==> config.mk <==
export PLATFORM = sky130hd
export DESIGN_NAME = fg_bbox_tracker
export DESIGN_NICKNAME = d
export VERILOG_FILES = /design/src/rtl/fg_bbox_tracker.sv
export SDC_FILE = /design/constraint.sdc
export NUM_CORES = 1
export LEC_CHECK = 0
export BUFFER_PORTS_ARGS = -buffer_cell sky130_fd_sc_hd__buf_2
export CELL_PAD_IN_SITES_DETAIL_PLACEMENT = 2
export CELL_PAD_IN_SITES_GLOBAL_PLACEMENT = 2
export CORE_MARGIN = 5
export CORE_UTILIZATION = 40
export CTS_CLUSTER_SIZE = 14
export DETAILED_ROUTE_END_ITERATION = 16
export PLACE_DENSITY_LB_ADDON = 0.1
export SYNTH_ARGS = -nofsm -noshare
export SYNTH_HDL_FRONTEND = slang
export SYNTH_SLANG_ARGS = --single-unit
==> constraint.sdc <==
create_clock -name i_clk -period 9.1 [get_ports i_clk]
set_input_delay 0.455 -clock i_clk [delete_from_list [all_inputs] [get_ports i_clk]]
set_output_delay 0.455 -clock i_clk [all_outputs]
set_load 0.01 [all_outputs]
==> src/rtl/fg_bbox_tracker.sv <==
// fg_bbox_tracker: per-frame bounding box of foreground pixels.
//
// Consumes one foreground decision per accepted pixel in raster order and rebuilds the
// raster position locally. i_valid && i_sof marks pixel (0,0) and always starts a new
// frame. When the last pixel of a frame (H_ACTIVE-1, V_ACTIVE-1) is accepted, the frame
// result is reported with a one-cycle o_bbox_valid pulse. Report outputs hold between
// pulses.
//
// Ports:
//   i_clk, i_rst_n       clock, synchronous active-low reset
//   i_valid              pixel decision presented this cycle
//   i_sof, i_fg          start-of-frame marker and foreground flag, qualified by i_valid
//   o_bbox_valid         report pulse
//   o_found              frame count >= MIN_PIXELS
//   o_x_min..o_y_max     inclusive box limits (all 0 when not found)
//   o_count              foreground pixel count of the reported frame
//   o_cx, o_cy           centroid (only with FG_BBOX_CENTROID_EN)
//
// Build option FG_BBOX_CENTROID_EN: adds coordinate sums, two 29-step restoring dividers
// and the centroid outputs. The report then appears 31 cycles after the last pixel
// instead of 1.
module fg_bbox_tracker #(
  parameter int unsigned H_ACTIVE   = 640,
  parameter int unsigned V_ACTIVE   = 480,
  parameter int unsigned MIN_PIXELS = 64
) (
  input  logic        i_clk,
  input  logic        i_rst_n,
  input  logic        i_valid,
  input  logic        i_sof,
  input  logic        i_fg,
  output logic        o_bbox_valid,
  output logic        o_found,
  output logic [9:0]  o_x_min,
  output logic [9:0]  o_x_max,
  output logic [9:0]  o_y_min,
  output logic [9:0]  o_y_max,
  output logic [18:0] o_count
`ifdef FG_BBOX_CENTROID_EN
  ,
  output logic [9:0]  o_cx,
  output logic [9:0]  o_cy
`endif
);

  localparam int unsigned CW = 10;
  localparam int unsigned NW = 19;
  localparam logic [CW-1:0] XLast  = CW'(H_ACTIVE - 1);
  localparam logic [CW-1:0] YLast  = CW'(V_ACTIVE - 1);
  localparam logic [NW-1:0] MinCnt = NW'(MIN_PIXELS);

`ifdef FG_BBOX_CENTROID_EN
  localparam int unsigned SW = 29;
  localparam logic [4:0] DivIters = 5'd29;
  // StDivide: divider running and no new frame started yet.
  typedef enum logic [1:0] {StIdle, StAccum, StDivide} state_e;
`else
  typedef enum logic [1:0] {StIdle, StAccum} state_e;
`endif

  state_e state_q, state_d;

  logic [CW-1:0] x_q, x_d, y_q, y_d;
  logic [CW-1:0] xmin_q, xmin_d, xmax_q, xmax_d, ymin_q, ymin_d, ymax_q, ymax_d;
  logic [NW-1:0] cnt_q, cnt_d;

  logic [CW-1:0] pix_x, pix_y;
  logic          acc_en, last_pix;
  logic [CW-1:0] b_xmin, b_xmax, b_ymin, b_ymax;
  logic [NW-1:0] b_cnt;
  logic [CW-1:0] f_xmin, f_xmax, f_ymin, f_ymax;
  logic [NW-1:0] f_cnt;
  logic          f_found;

  logic          rep_valid_q, rep_found_q;
  logic [CW-1:0] rep_xmin_q, rep_xmax_q, rep_ymin_q, rep_ymax_q;
  logic [NW-1:0] rep_cnt_q;

`ifdef FG_BBOX_CENTROID_EN
  logic [SW-1:0] sumx_q, sumx_d, sumy_q, sumy_d;
  logic [SW-1:0] b_sumx, b_sumy, f_sumx, f_sumy;
  logic          busy_q, div_done;
  logic [4:0]    div_cnt_q;
  logic          snap_found_q;
  logic [NW-1:0] snap_cnt_q;
  logic [CW-1:0] snap_xmin_q, snap_xmax_q, snap_ymin_q, snap_ymax_q;
  logic [SW-1:0] qx_q, qy_q;
  logic [NW-1:0] rx_q, ry_q;
  logic [NW+SW-1:0] step_x, step_y;
  logic [CW-1:0] rep_cx_q, rep_cy_q;

  // One restoring-division iteration; returns {remainder, quotient/dividend shift reg}.
  function automatic logic [NW+SW-1:0] div_step(input logic [NW-1:0] rem,
                                                input logic [SW-1:0] quo,
                                                input logic [NW-1:0] den);
    logic [NW:0] trial;
    trial = {rem, quo[SW-1]};
    if (trial >= {1'b0, den}) begin
      div_step = {NW'(trial - {1'b0, den}), quo[SW-2:0], 1'b1};
    end else begin
      div_step = {trial[NW-1:0], quo[SW-2:0], 1'b0};
    end
  endfunction

  assign div_done = busy_q && (div_cnt_q == DivIters);
  assign step_x   = div_step(rx_q, qx_q, snap_cnt_q);
  assign step_y   = div_step(ry_q, qy_q, snap_cnt_q);
`endif

  // Datapath: raster position, accumulators and this pixel's contribution.
  always_comb begin
    pix_x    = i_sof ? '0 : x_q;
    pix_y    = i_sof ? '0 : y_q;
    acc_en   = i_valid && (i_sof || (state_q == StAccum));
    last_pix = acc_en && (pix_x == XLast) && (pix_y == YLast);

    // A sof pixel starts from fresh accumulators, dropping any partial frame.
    if (i_sof) begin
      b_xmin = XLast;
      b_xmax = '0;
      b_ymin = YLast;
      b_ymax = '0;
      b_cnt  = '0;
    end else begin
      b_xmin = xmin_q;
      b_xmax = xmax_q;
      b_ymin = ymin_q;
      b_ymax = ymax_q;
      b_cnt  = cnt_q;
    end

    f_xmin  = (i_fg && (pix_x < b_xmin)) ? pix_x : b_xmin;
    f_xmax  = (i_fg && (pix_x > b_xmax)) ? pix_x : b_xmax;
    f_ymin  = (i_fg && (pix_y < b_ymin)) ? pix_y : b_ymin;
    f_ymax  = (i_fg && (pix_y > b_ymax)) ? pix_y : b_ymax;
    f_cnt   = b_cnt + NW'(i_fg);
    f_found = (f_cnt >= MinCnt);

    xmin_d = xmin_q;
    xmax_d = xmax_q;
    ymin_d = ymin_q;
    ymax_d = ymax_q;
    cnt_d  = cnt_q;
    if (last_pix) begin
      xmin_d = XLast;
      xmax_d = '0;
      ymin_d = YLast;
      ymax_d = '0;
      cnt_d  = '0;
    end else if (acc_en) begin
      xmin_d = f_xmin;
      xmax_d = f_xmax;
      ymin_d = f_ymin;
      ymax_d = f_ymax;
      cnt_d  = f_cnt;
    end

`ifdef FG_BBOX_CENTROID_EN
    b_sumx = i_sof ? '0 : sumx_q;
    b_sumy = i_sof ? '0 : sumy_q;
    f_sumx = b_sumx + (i_fg ? SW'(pix_x) : '0);
    f_sumy = b_sumy + (i_fg ? SW'(pix_y) : '0);
    sumx_d = sumx_q;
    sumy_d = sumy_q;
    if (last_pix) begin
      sumx_d = '0;
      sumy_d = '0;
    end else if (acc_en) begin
      sumx_d = f_sumx;
      sumy_d = f_sumy;
    end
`endif

    // Position advances on every accepted input, even while waiting for sof.
    x_d = x_q;
    y_d = y_q;
    if (i_valid) begin
      if (pix_x == XLast) begin
        x_d = '0;
        y_d = (pix_y == YLast) ? '0 : pix_y + 1'b1;
      end else begin
        x_d = pix_x + 1'b1;
        y_d = pix_y;
      end
    end
  end

  always_comb begin
    state_d = state_q;
    if (last_pix) begin
`ifdef FG_BBOX_CENTROID_EN
      state_d = StDivide;
`else
      state_d = StIdle;
`endif
    end else if (i_valid && i_sof) begin
      state_d = StAccum;
`ifdef FG_BBOX_CENTROID_EN
    end else if ((state_q == StDivide) && div_done) begin
      state_d = StIdle;
`endif
    end
  end

  always_ff @(posedge i_clk) begin
    if (!i_rst_n) begin
      state_q     <= StIdle;
      x_q         <= '0;
      y_q         <= '0;
      xmin_q      <= XLast;
      xmax_q      <= '0;
      ymin_q      <= YLast;
      ymax_q      <= '0;
      cnt_q       <= '0;
      rep_valid_q <= 1'b0;
      rep_found_q <= 1'b0;
      rep_xmin_q  <= '0;
      rep_xmax_q  <= '0;
      rep_ymin_q  <= '0;
      rep_ymax_q  <= '0;
      rep_cnt_q   <= '0;
`ifdef FG_BBOX_CENTROID_EN
      sumx_q       <= '0;
      sumy_q       <= '0;
      busy_q       <= 1'b0;
      div_cnt_q    <= '0;
      snap_found_q <= 1'b0;
      snap_cnt_q   <= '0;
      snap_xmin_q  <= '0;
      snap_xmax_q  <= '0;
      snap_ymin_q  <= '0;
      snap_ymax_q  <= '0;
      qx_q         <= '0;
      qy_q         <= '0;
      rx_q         <= '0;
      ry_q         <= '0;
      rep_cx_q     <= '0;
      rep_cy_q     <= '0;
`endif
    end else begin
      state_q     <= state_d;
      x_q         <= x_d;
      y_q         <= y_d;
      xmin_q      <= xmin_d;
      xmax_q      <= xmax_d;
      ymin_q      <= ymin_d;
      ymax_q      <= ymax_d;
      cnt_q       <= cnt_d;
      rep_valid_q <= 1'b0;
`ifdef FG_BBOX_CENTROID_EN
      sumx_q <= sumx_d;
      sumy_q <= sumy_d;
      if (last_pix) begin
        busy_q       <= 1'b1;
        div_cnt_q    <= '0;
        snap_found_q <= f_found;
        snap_cnt_q   <= f_cnt;
        snap_xmin_q  <= f_found ? f_xmin : '0;
        snap_xmax_q  <= f_found ? f_xmax : '0;
        snap_ymin_q  <= f_found ? f_ymin : '0;
        snap_ymax_q  <= f_found ? f_ymax : '0;
        qx_q         <= f_sumx;
        qy_q         <= f_sumy;
        rx_q         <= '0;
        ry_q         <= '0;
      end else if (div_done) begin
        busy_q      <= 1'b0;
        rep_valid_q <= 1'b1;
        rep_found_q <= snap_found_q;
        rep_cnt_q   <= snap_cnt_q;
        rep_xmin_q  <= snap_xmin_q;
        rep_xmax_q  <= snap_xmax_q;
        rep_ymin_q  <= snap_ymin_q;
        rep_ymax_q  <= snap_ymax_q;
        // Quotient is bounded by the largest coordinate, so the low bits are exact.
        rep_cx_q    <= snap_found_q ? qx_q[CW-1:0] : '0;
        rep_cy_q    <= snap_found_q ? qy_q[CW-1:0] : '0;
      end else if (busy_q) begin
        div_cnt_q <= div_cnt_q + 5'd1;
        // Not-found frames skip the divide (count may be zero).
        if (snap_found_q) begin
          {rx_q, qx_q} <= step_x;
          {ry_q, qy_q} <= step_y;
        end
      end
`else
      if (last_pix) begin
        rep_valid_q <= 1'b1;
        rep_found_q <= f_found;
        rep_cnt_q   <= f_cnt;
        rep_xmin_q  <= f_found ? f_xmin : '0;
        rep_xmax_q  <= f_found ? f_xmax : '0;
        rep_ymin_q  <= f_found ? f_ymin : '0;
        rep_ymax_q  <= f_found ? f_ymax : '0;
      end
`endif
    end
  end

  assign o_bbox_valid = rep_valid_q;
  assign o_found      = rep_found_q;
  assign o_x_min      = rep_xmin_q;
  assign o_x_max      = rep_xmax_q;
  assign o_y_min      = rep_ymin_q;
  assign o_y_max      = rep_ymax_q;
  assign o_count      = rep_cnt_q;
`ifdef FG_BBOX_CENTROID_EN
  assign o_cx         = rep_cx_q;
  assign o_cy         = rep_cy_q;
`endif

endmodule

==> flow_metrics.py <==
metrics = {
    "cts": {
        "insertion_delay_ns": 0.43,
        "root_buffer": "clkbuf_16",
        "post_cts_buffers": 0,
        "numClockSinks": 141,
        "post_cts_resized": 0,
        "cts_buffer_depth": 2,
        "htreeDepth": 4,
        "cts_buffers": 17,
        "ctsHoldBuffers": 0,
        "clk_pin_slew_ns": 0.07,
        "cts_tree": "done",
    },
    "worst_hold_path": {
        "min_path_cells": 2,
        "hold_path_end": "y_q[8]",
        "min-delay-start": "i_rst_n",
        "hold_path_class": "input port to flip-flop",
    },
    "setup_path": {
        "worstSetupPathType": "input port to flip-flop",
        "cp_slowest_cell": "or4_1",
        "cp_common_cell": "buf_4",
        "max_stage_delay_ns": 0.90,
        "reg2reg_from": "x_q[0]",
        "ff2ff_path_depth": 9,
        "arrival_ns": 5.11,
        "cp_max_fo": 45,
        "startpoint_type": "input port",
        "path_depth": 12,
        "reg2reg_to": "o_x_min[1]",
        "required_ns": 9.46,
        "cp_top_family": "simple AND/OR/NAND/NOR gates",
        "endpoint_kind": "flip-flop",
        "r2r_slack_ns": 5.20,
        "path_cells": "buf_2 > buf_4 > inv_2 > nand2_1 > inv_1 > ha_1 > and3_1 > nand4_1 > or4_1 > buf_4 > nor2_8 > a32o_1",
        "path_buf_inv": 5,
    },
    "yosys": {
        "synth-seq-cells": 141,
        "netlist_area_um2": 7720,
        "avgSynthCellArea_um2": 8.48,
        "yosysWarnings": 0,
        "synth-edff-count": 0,
        "synth-seq-area-share_pct": 36.6,
        "yosys_most_used_dff": "dfxtp_1",
        "synth_compound_area_share_pct": 22.0,
        "synth_top_family_by_area": "simple AND/OR/NAND/NOR gates",
        "yosys.area_share.simple_pct": 22.3,
        "muxShareOfSynthArea_pct": 4.31,
        "syn_inst": 910,
        "syn_nets": 957,
        "synth-xor-area-share_pct": 1.70,
        "synth-async-reset-ratio_pct": 0,
        "ys_types": 69,
        "synthAdderAreaFrac_pct": 6.81,
    },
    "sta": {
        "holdWs_ns": 0.387,
        "fin_crit_sh_pct": 52.2,
        "timing.slew.headroom_pct": 26.5,
        "fin_crit_ns": 4.75,
        "fin_tns_setup_ns": 0,
        "tightest_slew_ns": 1.09,
        "finalSetupViolations": 0,
        "grt_setup_unrepaired": "no",
        "finalHoldViolCount": 0,
        "fin_skew_ns": 0.0142,
        "drv_slew": 0,
        "max_freq_ghz": 0.210,
    },
    "routing": {
        "ant_nets": 0,
        "routed_wl_mm": 26.9,
        "vias": 7157,
        "drt_iter0_drc": 352,
        "wl_per_cell_um": 22.3,
        "drcViolationCount": 0,
        "first_pass_iters": 4,
        "viasPerCell": 5.92,
    },
    "layout": {
        "seq_area_um2": 2820,
        "fillerInstances": 2094,
        "multi_input_area_um2": 4440,
        "fin_area_um2": 8760,
        "num_antenna_cells": 0,
        "drive_above_1_share_pct": 13.4,
        "mostFrequentLayoutCell": "dfxtp_1",
        "syn_to_final_growth_pct": 13.5,
        "mostFrequentLayoutCells": "141 x dfxtp_1, 116 x nand2_1, 68 x a21oi_1, 65 x buf_2, 60 x nor2_1",
        "fin_nets": 983,
    },
    "run_status": {
        "outcome": "finished, final reports clean",
    },
    "grt": {
        "antenna_found_initial": 2,
        "grt_overflow": 0,
        "grt_util_all_layers_pct": 24.7,
        "grt_pass1_wl_mm": 44.0,
        "grt_pass1_vias": 7819,
        "grt_max_degree": 77,
    },
    "die": {
        "core_um2": 18800,
        "io_pins": 66,
        "std_cell_rows": 50,
        "fp.dieW_um": 149,
        "start_util_pct": 41.0,
        "die_h_um": 149,
        "dieArea_um2": 22200,
    },
    "power": {
        "power_mw": 1.55,
        "irDropWorstVdd_mv": 0.125,
        "power.density_nw_per_um2": 177,
        "p_leak_nw": 3.82,
    },
    "place": {
        "dp_hpwl_mm": 18.0,
        "io_buffer_count": 65,
        "placed_cell_area_um2": 8090,
        "gp_congestion": 0.865,
    },
    "job": {
        "cap_violations": 0,
    },
}
-- report_power, final --
part           switching [mW]  internal [mW]  leakage, nW
sequential            0.00607          0.628         1.14
clock                   0.289          0.516        0.324
combinational          0.0750         0.0350         2.35
-- worst register-to-register path, delay by kind of cell (launching register included) --
family | cells | cell delay (ns)
adders and majority gates | 1 | 0.22
AOI/OAI and AO/OA | 1 | 0.34
and+or+nand+nor | 5 | 2.39
DFF | 1 | 0.40
buffers and inverters | 2 | 0.50
-- Yosys cell counts, types with 13 or more instances --
master / number / area [um^2]
nor2_1: 62 / 233
inv_1: 28 / 105
mux2i_1: 31 / 310
nand3_1: 38 / 190
and2_1: 19 / 119
o211a_1: 15 / 150
a21oi_1: 68 / 340
nand2_1: 116 / 435
ha_1: 42 / 526
nand2b_1: 17 / 106
clkbuf_1: 38 / 143
nor3_1: 13 / 65.1
nand4_1: 17 / 106
a211o_1: 16 / 140
a32o_1: 41 / 410
dfxtp_1: 141 / 2820
o21ai_0: 51 / 255
-- registers in the layout (all words and copies together) (netlist names) --
name / count
xmax_q: 10
o_found: 1
o_x_max: 10
ymin_q: 10
ymax_q: 10
x_q: 10
state_q: 1
o_x_min: 10
y_q: 10
cnt_q: 19
xmin_q: 10
o_count: 19
o_bbox_valid: 1
o_y_max: 10
o_y_min: 10
-- cell families after synthesis --
logic type | Yosys count
simple gates | 340
compound gates | 242
flops | 141
buf+inv | 97
fa+ha+maj | 42
mux | 33
xor+xnor | 15
-- worst max-delay path by stage --
stage / startpoint / endpoint / slack, ns
floorplan: i_sof / o_x_min[5] / 5.45
global placement: i_sof / o_x_max[0] / 4.17
detailed placement: i_sof / o_x_min[1] / 3.92
CTS: i_sof / o_x_min[1] / 4.33
global route: i_sof / o_x_max[6] / 4.05
finish: i_sof / o_x_min[1] / 4.35
-- metrics by stage --
| stage | util (%) | instances | setup slack, ns |
|---|---|---|---|
| after floorplan | - | 910 | 5.45 |
| after global placement | 43.0 | 1177 | 4.17 |
| after detailed placement | 43.0 | 1177 | 3.92 |
| after CTS | 46.5 | 1209 | 4.33 |
| after global routing | 46.5 | 1209 | 4.05 |
| final | 46.5 | 1209 | 4.35 |
-- routing by layer --
metal / wire length (um) / GRT usage (%)
met4: 584 / 7.83
met1: 12100 / 31.2
met2: 13400 / 42.9
met5: 22 / 0
met3: 811 / 4.41
-- area by class of cell --
class                   instances  area share, %
clock buffers                  18           4.90
well taps                     260           3.71
multi-input cells             672           50.6
clock inverters                14           2.76
repair buffers                 75           4.57
flip-flops and latches        141           32.2
inverters                      29           1.24
No activity file was read; power rests on OpenSTA's default activity.
